==> src/rtl/apu_bus_pkg.sv <==
// Shared types and constants for the APU register-bus initiator.
// Covers the sound register window FF10-FF3F and the queued command format.
package apu_bus_pkg;

   typedef enum logic [2:0] {
      ST_IDLE,
      ST_SETUP,
      ST_STROBE,
      ST_HOLD,
      ST_REJECT
   } bus_state_t;

   localparam logic [7:0] APU_ADDR_LO = 8'h10;
   localparam logic [7:0] APU_ADDR_HI = 8'h3F;
   localparam logic [7:0] APU_PAGE    = 8'hFF;

   typedef struct packed {
      logic       wr;
      logic [7:0] addr;
      logic [7:0] wdata;
   } apu_cmd_t;

   function automatic logic apu_addr_ok(input logic [7:0] addr);
      return (addr >= APU_ADDR_LO) && (addr <= APU_ADDR_HI);
   endfunction

endpackage

==> src/rtl/apu_cmd_fifo.sv <==
// Synchronous command queue. Besides the head it exposes the entry behind it,
// so the bus FSM can choose its next state while the head is being popped.
module apu_cmd_fifo
   import apu_bus_pkg::*;
#(
   parameter int DEPTH = 4
) (
   input  logic     clk,
   input  logic     reset,
   input  logic     push,
   input  logic     pop,
   input  apu_cmd_t din,
   output apu_cmd_t head,
   output apu_cmd_t head_next,
   output logic     full,
   output logic     empty,
   output logic     more
);

   localparam int AW = $clog2(DEPTH);
   localparam logic [AW:0]   CNT_ONE = (AW+1)'(1);
   localparam logic [AW:0]   CNT_MAX = (AW+1)'(DEPTH);
   localparam logic [AW-1:0] PTR_ONE = AW'(1);

   apu_cmd_t          mem [DEPTH];
   logic [AW-1:0]     wr_ptr, rd_ptr, rd_nxt;
   logic [AW:0]       count;
   logic              do_push, do_pop;

   // Push is refused while full even if a pop happens in the same cycle.
   assign do_push = push && !full;
   assign do_pop  = pop && !empty;
   assign rd_nxt  = rd_ptr + PTR_ONE;

   always_ff @(posedge clk or posedge reset) begin
      if (reset) begin
         wr_ptr <= '0;
         rd_ptr <= '0;
         count  <= '0;
         for (int i = 0; i < DEPTH; i++) mem[i] <= '0;
      end else begin
         if (do_push) begin
            mem[wr_ptr] <= din;
            wr_ptr      <= wr_ptr + PTR_ONE;
         end
         if (do_pop) rd_ptr <= rd_nxt;
         case ({do_push, do_pop})
            2'b10:   count <= count + CNT_ONE;
            2'b01:   count <= count - CNT_ONE;
            default: count <= count;
         endcase
      end
   end

   assign head      = mem[rd_ptr];
   assign head_next = mem[rd_nxt];
   assign full      = (count == CNT_MAX);
   assign empty     = (count == '0);
   assign more      = (count > CNT_ONE);

endmodule

==> src/rtl/apu_bus_initiator.sv <==
// Drives timed register cycles (setup, strobe, hold) on the APU CPU-side bus
// from a command queue and returns one completion pulse per command.
module apu_bus_initiator
   import apu_bus_pkg::*;
#(
   parameter int FIFO_DEPTH    = 4,
   parameter int SETUP_CYCLES  = 1,
   parameter int STROBE_CYCLES = 2
) (
   input  logic        clk,
   input  logic        reset,
   input  logic        cmd_valid,
   output logic        cmd_ready,
   input  logic        cmd_wr,
   input  logic [7:0]  cmd_addr,
   input  logic [7:0]  cmd_wdata,
   output logic        rsp_valid,
   output logic        rsp_err,
   output logic [7:0]  rsp_rdata,
   output logic [15:0] a,
   output logic [7:0]  d_out,
   output logic        d_oe,
   input  logic [7:0]  d_in,
   output logic        cpu_wr,
   output logic        cpu_rd,
   output logic        busy
);

   localparam int MAXC = (SETUP_CYCLES > STROBE_CYCLES) ? SETUP_CYCLES : STROBE_CYCLES;
   localparam int CW   = $clog2(MAXC + 1);
   localparam logic [CW-1:0] PH_SETUP  = CW'(SETUP_CYCLES - 1);
   localparam logic [CW-1:0] PH_STROBE = CW'(STROBE_CYCLES - 1);
   localparam logic [CW-1:0] PH_ONE    = CW'(1);

   bus_state_t    state, state_nx;
   logic [CW-1:0] phase, phase_nx;
   logic [7:0]    rdata_q;
   apu_cmd_t      cmd_in, head, head_next;
   logic          full, empty, more, pop, on_bus, last_phase;

   assign cmd_in    = '{wr: cmd_wr, addr: cmd_addr, wdata: cmd_wdata};
   assign cmd_ready = !full;
   assign pop       = (state == ST_HOLD) || (state == ST_REJECT);

   apu_cmd_fifo #(.DEPTH(FIFO_DEPTH)) u_fifo (
      .clk       (clk),
      .reset     (reset),
      .push      (cmd_valid),
      .pop       (pop),
      .din       (cmd_in),
      .head      (head),
      .head_next (head_next),
      .full      (full),
      .empty     (empty),
      .more      (more)
   );

   always_ff @(posedge clk or posedge reset) begin
      if (reset) begin
         state   <= ST_IDLE;
         phase   <= '0;
         rdata_q <= '0;
      end else begin
         state <= state_nx;
         phase <= phase_nx;
         if (state == ST_STROBE && last_phase && !head.wr) rdata_q <= d_in;
      end
   end

   assign last_phase = (phase == '0);

   always_comb begin
      state_nx = state;
      phase_nx = last_phase ? phase : phase - PH_ONE;
      case (state)
         ST_IDLE:   if (!empty) state_nx = apu_addr_ok(head.addr) ? ST_SETUP : ST_REJECT;
         ST_SETUP:  if (last_phase) state_nx = ST_STROBE;
         ST_STROBE: if (last_phase) state_nx = ST_HOLD;
         // The head leaves the queue this cycle, so look one entry further.
         ST_HOLD, ST_REJECT: begin
            if (more) state_nx = apu_addr_ok(head_next.addr) ? ST_SETUP : ST_REJECT;
            else      state_nx = ST_IDLE;
         end
         default:   state_nx = ST_IDLE;
      endcase
      if (state_nx == ST_SETUP && state != ST_SETUP)   phase_nx = PH_SETUP;
      if (state_nx == ST_STROBE && state != ST_STROBE) phase_nx = PH_STROBE;
   end

   // Bus pins decode straight from state so a reset drops strobes at once.
   assign on_bus    = (state == ST_SETUP) || (state == ST_STROBE) || (state == ST_HOLD);
   assign a         = on_bus ? {APU_PAGE, head.addr} : 16'h0000;
   assign d_oe      = on_bus && head.wr;
   assign d_out     = d_oe ? head.wdata : 8'h00;
   assign cpu_wr    = (state == ST_STROBE) && head.wr;
   assign cpu_rd    = (state == ST_STROBE) && !head.wr;
   assign rsp_valid = pop;
   assign rsp_err   = (state == ST_REJECT);
   assign rsp_rdata = (state == ST_HOLD && !head.wr) ? rdata_q : 8'h00;
   assign busy      = (state != ST_IDLE) || !empty;

endmodule
==> config.mk <==
export PLATFORM = sky130hd
export DESIGN_NAME = apu_bus_initiator
export DESIGN_NICKNAME = d
export VERILOG_FILES = /design/src/rtl/apu_bus_pkg.sv /design/src/rtl/apu_cmd_fifo.sv /design/src/rtl/apu_bus_initiator.sv
export SDC_FILE = /design/constraint.sdc
export NUM_CORES = 1
export LEC_CHECK = 0
export ABC_CLOCK_PERIOD_IN_PS = 7750
export CAP_MARGIN = 20
export CORE_MARGIN = 8
export CORE_UTILIZATION = 55
export DETAILED_ROUTE_END_ITERATION = 10
export GPL_ROUTABILITY_DRIVEN = 1
export PLACE_DENSITY_LB_ADDON = 0.25
export SLEW_MARGIN = 15
export SYNTH_ARGS = -nofsm -noshare
export SYNTH_HDL_FRONTEND = slang
export SYNTH_SLANG_ARGS = --single-unit
==> constraint.sdc <==
create_clock -name clk -period 7.75 [get_ports clk]
set_clock_uncertainty 0.15 [all_clocks]
set_input_delay 1.1625 -clock clk [delete_from_list [all_inputs] [get_ports clk]]
set_output_delay 1.1625 -clock clk [all_outputs]
set_load 0.05 [all_outputs]
==> results of run 1 <==
==> worst min path at each step <==
stage,from,to,slack [ns],cells past startpoint
finish,rdata_q[0],rdata_q[0],0.36,1
detailed placement,rdata_q[1],rdata_q[1],0.33,1
global placement,u_fifo.mem[33],u_fifo.mem[33],0.33,1
global route,u_fifo.mem[25],u_fifo.mem[25],0.37,1
CTS,u_fifo.mem[33],u_fifo.mem[33],0.36,1
floorplan,rdata_q[0],rdata_q[0],0.32,1
==> area by class of cell <==
type	count	area [um^2]
fill	571	2462
timing repair buffer	70	694.4
inverter	11	42.54
sequential	88	2202
tap	102	127.6
multi-input combinational	191	1947
clock buffer	10	137.6
clock inverter	6	73.82
==> flip-flops by register name, summed over array words and instances (netlist names) <==
register       cells
phase              2
rdata_q            8
state              3
u_fifo.count       3
u_fifo.mem        68
u_fifo.rd_ptr      2
u_fifo.wr_ptr      2
==> cell usage in the layout (no fill, tap or decap), types with 2 or more instances in the layout <==
cell,n
buf_4,3
mux2_4,8
nor2_1,7
a21oi_1,3
nor3_1,5
dfrtp_1,88
inv_6,2
nor3b_1,2
clkbuf_8,10
and2_1,17
mux4_2,16
ha_1,10
xnor2_1,5
clkdlybuf4s50_1,66
or2_2,2
mux2_2,68
clkinv_4,3
nand2_1,10
and3_1,8
o21ai_0,4
or3b_2,2
nand3b_1,4
inv_1,10
a31oi_1,2
==> power by group through the flow <==
stage / Combinational (uW) / Clock, uW / Sequential [uW]
2_1_floorplan: 1020 / 0 / 792
3_3_place_gp: 1250 / 0 / 822
3_5_place_dp: 1280 / 0 / 837
4_1_cts: 1290 / 338 / 827
5_1_grt: 1360 / 356 / 860
6_report: 1270 / 329 / 829
==> logic make-up after synthesis <==
family	after synthesis	share of synthesized area [%]
multiplexers	94	29.62
flip-flops	88	50.85
AND/OR/NAND/NOR	66	9.044
buffers and inverters	32	4.189
AO/OA/AOI/OAI	15	2.196
adder cells (fa/ha/maj)	10	2.889
XOR/XNOR	6	1.214
==> worst max-delay path, delay by kind of cell, from the launching register on <==
family                 cells  cell delay (ns)
buffers and inverters      2             1.12
flip-flops                 1             0.33
multiplexers               1             0.71
AND/OR/NAND/NOR            2             0.56
==> routing by layer <==
metal  GRT usage [%]  vias up  share of wire, %  routed length, um
met5               0        -                 0                  0
met1           19.85     1342                44               3770
li1                -     1228                 -                  -
met3           4.975        6               4.6                393
met2           26.79       50                50               4302
met4           4.179        0              0.68                 58
==> through the flow <==
step                utilization [%]  worst slack [ns]  instances  instance area (um^2)  hold WS (ns)
finish                        67.97             3.344        478                  5225        0.3567
global placement              65.17             3.764        462                  5010        0.3316
CTS                           67.92             3.302        478                  5221        0.3578
global route                  67.97             3.146        478                  5225        0.3742
floorplan                         -             4.159        311                  4330        0.3234
detailed placement            65.17             3.699        462                  5010        0.3336
==> summary.txt, run 1 <==
Switching power total = 962.6 uW
Antenna-violating nets left = 0
Max_cap viols = 0
Startpoint Class = flop
First-pass GRT wire length = 14180 um
Max incr delay on CP = 0.80 ns
Initial antenna violation count = 0
Final hold viol count = 0
Crit share post-route = 56.86%
Status = completed
Overall Global Routing Usage = 16.07%
Switching Share = 39.70%
Async SR Flop Fraction = 100.0%
CP Capture Type = output pin
Post-synthesis cell count = 311
Mapped Avg Cell Area = 13.92 um^2
WP data arrival = 3.09 ns
Seq cells post-synth = 88
Starting DRT DRC Count = 81
Post-cts sizing count = 0
RR Startpoint = u_fifo.count[0]
Chip height = 104.7 um
Slew margin rel. = 39.04%
Ranking of synthesized cells by area = dfrtp_1, mux2_2, mux4_2
Fmax = 226.9 MHz
Distinct cells, synth = 41
Top_reg_cell synth = dfrtp_1
Row count = 32
Clock-pin slew of the registers on the worst-case setup and hold paths = 0.08 ns
Worst hold path class = flop to flop
Diode count = 0
Wire length per cell = 17.83 um
Crit path to = rsp_rdata[0]
Worst-Margin Slew = 0.9121 ns
Routability congestion estimate from global placement = 0.7170
Die footprint = 0.01097 mm^2
Cell area after synthesis = 0.004330 mm^2
Worst-path fanout max = 22
Unrepaired setup endpoints after global routing = false
Slew Viols, Final = 0
Clock period minus worst slack = 4.406 ns
Setup crit start = u_fifo.rd_ptr[0]
Via/cell ratio = 5.494
CTS tree = done
Core footprint = 0.007687 mm^2
Register share of total power = 34.2%
Total CTS buffers = 9
Share of cells above drive strength 1 = 31.91%
Post-Syn Nets = 349
P_int = 1462 uW
Final HPWL DP = 5774 um
Root Driver = clkbuf_8
CTS Hold Bufs = 0
Required @ worst endpoint = 6.44 ns
RR Endpoint = u_fifo.mem[10]
Drt pass-1 iters = 4
Max clock buf depth = 2
Skew-Pair Late Insertion Delay = 0.35 ns
Synth top area share = 50.85%
Total length of routed wires = 8525 um
Setup TNS = 0 ns
Largest net degree at the start of global routing = 89
Total Power = 2425 uW
Initial Util = 56.33%
Cell chain of the critical path = buf_4 > mux4_2 > nor2_1 > and2_1 > clkdlybuf4s50_1
Cell with the most instances after synthesis = dfrtp_1
Clock power frac = 13.6%
Cells on worst reg2reg path = 6
Synth top cells by count = dfrtp_1, mux2_2, and2_1, mux4_2, inv_1
Number of synthesized flops with an enable pin = 0
# Post-CTS Setup Buffers = 0
DIE WIDTH = 104.7 um
Area grow syn2layout = 20.66%
Htree depth = 3
R2R setup slack = 5.25 ns
Vias in the first global route = 2734
P per Cell Area = 464.1 mW/mm^2
Setup violators final = 0
Sinks on Clock Net = 88
Slowest CP cell = clkdlybuf4s50_1
Nets = 409
Grt ovf = 0
Io pins = 67
Leading area contributor after synthesis = dfrtp_1
Worst Path Class, Setup = flop to output pin
PortBufs = 66
Static Leak = 0.002246 uW
Yosys warnings = 0
VDD IR-drop max = 0.0002152 V
Proportion of synthesized chip area in sequential cells = 50.85%
Comb pwr share = 52.2%
Residual DRC count = 0
Via Count = 2626
(Power assumes the default switching activity.)
==> run 2, diff against run 1 <==
--- a/config.mk
+++ b/config.mk
@@ -5,10 +5,10 @@
 export SDC_FILE = /design/constraint.sdc
 export NUM_CORES = 1
 export LEC_CHECK = 0
-export ABC_CLOCK_PERIOD_IN_PS = 7750
+export ABC_CLOCK_PERIOD_IN_PS = 4050
 export CAP_MARGIN = 20
 export CORE_MARGIN = 8
-export CORE_UTILIZATION = 55
+export CORE_UTILIZATION = 49
 export DETAILED_ROUTE_END_ITERATION = 10
 export GPL_ROUTABILITY_DRIVEN = 1
 export PLACE_DENSITY_LB_ADDON = 0.25
==> constraint.sdc (replaced) <==
create_clock -name clk -period 4.05 [get_ports clk]
set_clock_uncertainty 0.15 [all_clocks]
set_input_delay 0.6075 -clock clk [delete_from_list [all_inputs] [get_ports clk]]
set_output_delay 0.6075 -clock clk [all_outputs]
set_load 0.05 [all_outputs]
==> summary.txt, run 2 (synthesis gave the netlist of run 1 again) <==
Status = completed
Diode count = 0 (unchanged)
Layout fillers = 686 (+20%)
Htree depth = 3 (unchanged)
Io pins = 67 (unchanged)
Slew Viols, Final = 0 (unchanged)
Cell area after layout = 0.005221 mm^2 (about the same)
Slew margin rel. = 40.73% (+1.7 points)
Setup violators final = 0 (unchanged)
Area post-placement = 0.005012 mm^2 (about the same)
Die footprint = 0.01210 mm^2 (+10%)
Worst Path Class, Setup = flop to output pin
Total length of routed wires = 8713 um (+2.2%)
Hold Path Origin = rdata_q[7]
Worst-Margin Slew = 0.8869 ns (-0.02530 ns)
Residual DRC count = 0 (unchanged)
Worst hold path class = flop to flop
Slowest CP cell = clkdlybuf4s50_1
Antenna-violating nets left = 0 (unchanged)
Final HPWL DP = 6110 um (+5.8%)
Final hold viol count = 0 (unchanged)
Skew-Pair Late Insertion Delay = 0.35 ns (about the same)
Max clock buf depth = 2 (unchanged)
Total CTS buffers = 9 (unchanged)
Setup TNS = 0 ns (unchanged)
Hold path cells = 1 (unchanged)
Required @ worst endpoint = 3.29 ns (-3.15 ns)
VDD IR-drop max = 0.0003821 V (+78%)
Top Registers = u_fifo.mem: 68 flops, rdata_q: 8 flops
Overall Global Routing Usage = 15.36% (-0.71 points)
Hold slack final = 0.3593 ns (+0.002611 ns)
Fmax = 299.9 MHz
Routability congestion estimate from global placement = 0.7181 (+0.15%)
Clock period minus worst slack = 3.334 ns
PortBufs = 66 (unchanged)
Grt ovf = 0 (unchanged)
# Post-CTS Setup Buffers = 0 (unchanged)
Drt pass-1 iters = 4 (unchanged)
Initial antenna violation count = 0 (unchanged)
Total Power = 4676 uW (+93%)
Commonest cells after routing, fill and taps aside = dfrtp_1, mux2_2, clkdlybuf4s50_1, and2_1, mux4_2
Largest register FFs = 68 (unchanged)
DIE WIDTH = 110.0 um (+5.0%)
P per Cell Area = 895.5 mW/mm^2 (+93%)
Worst-path fanout max = 11 (-50%)
Nets = 411 (+0.49%)
Startpoint Class = flop
Crit share post-route = 82.33%
Core footprint = 0.008636 mm^2 (+12%)
Row count = 34 (+6.3%)
R2R setup slack = 1.56 ns (-3.69 ns)
First-pass GRT wire length = 14330 um (+1.1%)
Worst Hold Endpoint = rdata_q[7]
Layout Utilization = 60.46% (-7.5 points)
CP top delay family = buffers and inverters
Max_cap viols = 0 (unchanged)
RR Endpoint = u_fifo.mem[23]
Via Count = 2649 (+0.88%)
Vias in the first global route = 2899 (+6.0%)
Commonest non-fill, non-tap cell in the layout = dfrtp_1
Starting DRT DRC Count = 71 (-12%)
Root Driver = clkbuf_8
Unrepaired setup endpoints after global routing = false
Via/cell ratio = 5.451 (-0.78%)
Area grow syn2layout = 20.57% (about the same)
Buf/Inv on CP = 2 (unchanged)
Wire length per cell = 17.93 um (+0.52%)
Chip height = 110.0 um (+5.0%)
Static Leak = 0.002271 uW (+1.1%)
Cell chain of the critical path = buf_4 > mux4_2 > and2_1 > clkdlybuf4s50_1
Largest net degree at the start of global routing = 52 (-42%)
CP Capture Type = output pin
Top reg by flops = u_fifo.mem
Post-cts sizing count = 0 (unchanged)
CTS Hold Bufs = 0 (unchanged)
Share of cells above drive strength 1 = 34.39% (+2.5 points)
Cells on worst reg2reg path = 6 (unchanged)
RR Startpoint = u_fifo.count[0]
Max incr delay on CP = 0.69 ns (-0.11 ns)
CTS tree = done
WP data arrival = 2.58 ns (-0.51 ns)
Initial Util = 50.14% (-6.2 points)
Sinks on Clock Net = 88 (unchanged)
Clock-pin slew of the registers on the worst-case setup and hold paths = 0.09 ns (about the same)
==> run 2: changes by cell type in the layout (fill, tap and decap cells not counted), sizes merged <==
cell           before  now
buf                 4   14
clkdlybuf4s50      66   58
inv                12   15
clkinv              4    2
clkbuf             10    9
==> run 2: how the worst max path moves through the flow <==
| stage | slack [ns] | cells after the start | start | to |
|---|---|---|---|---|
| 5_1_grt | 0.59 | 4 | u_fifo.rd_ptr[1] | a[6] |
| 3_5_place_dp | 1.07 | 4 | u_fifo.rd_ptr[1] | a[6] |
| 2_1_floorplan | 1.01 | 1 | reset | phase[0] |
| 4_1_cts | 0.67 | 4 | u_fifo.rd_ptr[1] | a[6] |
| 3_3_place_gp | 1.09 | 4 | u_fifo.rd_ptr[1] | a[6] |
| 6_report | 0.72 | 4 | u_fifo.rd_ptr[1] | a[6] |
==> run 2: layout make-up <==
type	instances	area, um^2	area share [%]
clock buffer	9	123.9	2.372
sequential	88	2202	42.18
inverter	11	42.54	0.8148
tap	108	135.1	2.588
multi-input combinational	191	1947	37.29
timing repair buffer	72	685.7	13.13
clock inverter	7	85.08	1.630
==> run 2: through the flow <==
step / setup WS (ns) / std cells
3_3_place_gp: 1.086 / 470
2_1_floorplan: 1.014 / 311
6_report: 0.7156 / 486
3_5_place_dp: 1.066 / 470
5_1_grt: 0.5938 / 486
4_1_cts: 0.6668 / 486
==> run 2: per-layer routing <==
layer	global-route usage, %	wire (um)	vias to the layer above
met1	18.69	3836	1351
met2	26.28	4317	60
met3	4.012	494	7
met5	0	0	-
li1	-	-	1231
met4	4.436	65	0
==> run 2: power breakdown <==
| part | internal (uW) | switching [uW] |
|---|---|---|
| logic | 1170 | 1260 |
| registers | 1330 | 285 |
| clock network | 300 | 340 |
==> run 3, diff against run 2 <==
--- a/config.mk
+++ b/config.mk
@@ -5,10 +5,10 @@
 export SDC_FILE = /design/constraint.sdc
 export NUM_CORES = 1
 export LEC_CHECK = 0
-export ABC_CLOCK_PERIOD_IN_PS = 4050
+export ABC_CLOCK_PERIOD_IN_PS = 3180
 export CAP_MARGIN = 20
 export CORE_MARGIN = 8
-export CORE_UTILIZATION = 49
+export CORE_UTILIZATION = 54
 export DETAILED_ROUTE_END_ITERATION = 10
 export GPL_ROUTABILITY_DRIVEN = 1
 export PLACE_DENSITY_LB_ADDON = 0.25
==> constraint.sdc (replaced) <==
create_clock -name clk -period 3.18 [get_ports clk]
set_clock_uncertainty 0.15 [all_clocks]
set_input_delay 0.477 -clock clk [delete_from_list [all_inputs] [get_ports clk]]
set_output_delay 0.477 -clock clk [all_outputs]
set_load 0.05 [all_outputs]
==> summary.txt, run 3 (synthesis gave the netlist of run 1 again) <==
Worst-Margin Slew = 0.7964 ns (-0.09040 ns)
Register share of total power = 32.0% (-2.5 points)
Clock-pin slew of the registers on the worst-case setup and hold paths = 0.08 ns (about the same)
Area post-placement = 0.005395 mm^2 (+7.6%)
Worst Path Class, Setup = flop to output pin
Starting DRT DRC Count = 112 (+58%)
Fmax = 354.8 MHz
Slew margin rel. = 46.77% (+6.0 points)
Layout fillers = 528 (-23%)
Grt ovf = 0 (unchanged)
Diode count = 0 (unchanged)
Wire length per cell = 18.92 um (+5.5%)
Skew-Pair Late Insertion Delay = 0.35 ns (about the same)
Area grow syn2layout = 29.59%
Nets = 412 (+0.24%)
Io pins = 67 (unchanged)
Setup TNS = 0 ns (unchanged)
CTS tree = done
Top Registers = u_fifo.mem: 68 flops, rdata_q: 8 flops
R2R setup slack = 0.75 ns (-0.81 ns)
Final hold viol count = 0 (unchanged)
Vias in the first global route = 2870 (-1.0%)
WP data arrival = 2.19 ns (-0.39 ns)
Commonest cells after routing, fill and taps aside = dfrtp_1, mux2_2, buf_12, clkdlybuf4s50_1, and2_1
Met2 usage = 27.11% (+0.83 points)
Setup crit start = state[2]
Total CTS buffers = 9 (unchanged)
Commonest non-fill, non-tap cell in the layout = dfrtp_1
DIE WIDTH = 105.6 um (-4.1%)
Overall Global Routing Usage = 16.86% (+1.5 points)
Residual DRC count = 0 (unchanged)
RR Endpoint = u_fifo.mem[32]
Switching Share = 38.53% (-1.7 points)
Chip height = 105.6 um (-4.1%)
Slew Viols, Final = 0 (unchanged)
Via/cell ratio = 5.636 (+3.4%)
Static Leak = 0.002433 uW (+7.2%)
Sinks on Clock Net = 88 (unchanged)
Met3 usage = 3.837% (-0.17 points)
Initial Util = 55.75% (+5.6 points)
Global-route layer with the greatest usage = met2
PortBufs = 66 (unchanged)
Post-cts sizing count = 0 (unchanged)
Cells on worst reg2reg path = 6 (unchanged)
Startpoint Class = flop
Via Count = 2711 (+2.3%)
Setup violators final = 0 (unchanged)
Switching power total = 2467 uW (+31%)
CTS Hold Bufs = 0 (unchanged)
P per Cell Area = 1141 mW/mm^2 (+27%)
CP Capture Type = output pin
Worst-path fanout max = 10 (-1)
Max incr delay on CP = 0.80 ns (+0.11 ns)
Row count = 32 (-5.9%)
Antenna-violating nets left = 0 (unchanged)
Largest register FFs = 68 (unchanged)
Required @ worst endpoint = 2.55 ns (-0.74 ns)
Root Driver = clkbuf_8
Initial antenna violation count = 0 (unchanged)
# Post-CTS Setup Buffers = 0 (unchanged)
Crit path to = rsp_valid
Largest net degree at the start of global routing = 64 (+23%)
Max_cap viols = 0 (unchanged)
Worst hold path class = primary input to asynchronous set/reset pin
Share of cells above drive strength 1 = 41.69% (+7.3 points)
Clock period minus worst slack = 2.818 ns
RR Startpoint = u_fifo.count[0]
Crit share post-route = 88.63%
P_int = 3935 uW (+41%)
Cell chain of the critical path = or3b_1 > nand2_1 > clkdlybuf4s50_1
Unrepaired setup endpoints after global routing = false
Htree depth = 3 (unchanged)
Slowest CP cell = clkdlybuf4s50_1
Clock power frac = 12.7% (-1.0 points)
Cell area after layout = 0.005612 mm^2 (+7.5%)
Final HPWL DP = 6324 um (+3.5%)
Core footprint = 0.007767 mm^2 (-10%)
Max clock buf depth = 2 (unchanged)
Top reg by flops = u_fifo.mem
Drt pass-1 iters = 4 (unchanged)
Status = completed
Total length of routed wires = 9099 um (+4.4%)
Comb pwr share = 55.3% (+3.5 points)
First-pass GRT wire length = 14990 um (+4.6%)
Die footprint = 0.01114 mm^2 (-7.9%)
Global Route met1 Usage = 21.22% (+2.5 points)
Routability congestion estimate from global placement = 0.7519 (+4.7%)
VDD IR-drop max = 0.0006388 V (+67%)
-- run 3: worst min-delay path by stage --
stage	slack, ns	start	end	cells past startpoint
2_1_floorplan	0.32	rdata_q[0]	rdata_q[0]	1
3_3_place_gp	0.33	u_fifo.mem[42]	u_fifo.mem[42]	1
3_5_place_dp	0.33	rdata_q[3]	rdata_q[3]	1
4_1_cts	0.31	reset	u_fifo.mem[36]	2
5_1_grt	0.34	reset	u_fifo.mem[1]	2
6_report	0.29	reset	u_fifo.mem[36]	2
-- run 3: area by class of cell --
type	count	area, um^2	share of cell area [%]
Clock buffer	12	165.2	2.943
Clock inverter	4	51.30	0.9142
Inverter	11	42.54	0.7581
Multi-Input combinational cell	191	1947	34.69
Sequential cell	88	2202	39.24
Tap cell	102	127.6	2.274
Timing Repair Buffer	73	1076	19.17
-- run 3: power groups by stage --
stage	logic [uW]	clock network [uW]	registers, uW
after CTS	3590	826	2040
after global routing	3770	875	2110
after floorplan	2490	0	1930
final	3540	811	2050
after global placement	3470	0	2020
after detailed placement	3570	0	2060
-- run 3: layer usage --
layer | part of all wire, % | vias to the layer above
met2 | 49 | 70
met5 | 0 | -
li1 | - | 1238
met1 | 45 | 1383
met3 | 4.3 | 20
met4 | 2.5 | 0
-- run 3: through the flow --
stage	worst slack (ns)	hold WS, ns	utilization, %	total power (uW)	instances
floorplan	0.2744	0.3234	-	4422	311
finish	0.3616	0.2928	72.25	6402	481
CTS	0.3359	0.3074	72.25	6453	481
detailed placement	0.6724	0.3335	69.46	5628	465
global route	0.2480	0.3412	72.25	6762	481
global placement	0.7219	0.3314	69.46	5490	465
-- run 3: critical path: cells and delay by family (launching register included) --
| kind | cells | cell delay (ns) |
|---|---|---|
| flops | 1 | 0.51 |
| buf+inv | 1 | 0.80 |
| simple gates | 2 | 0.52 |
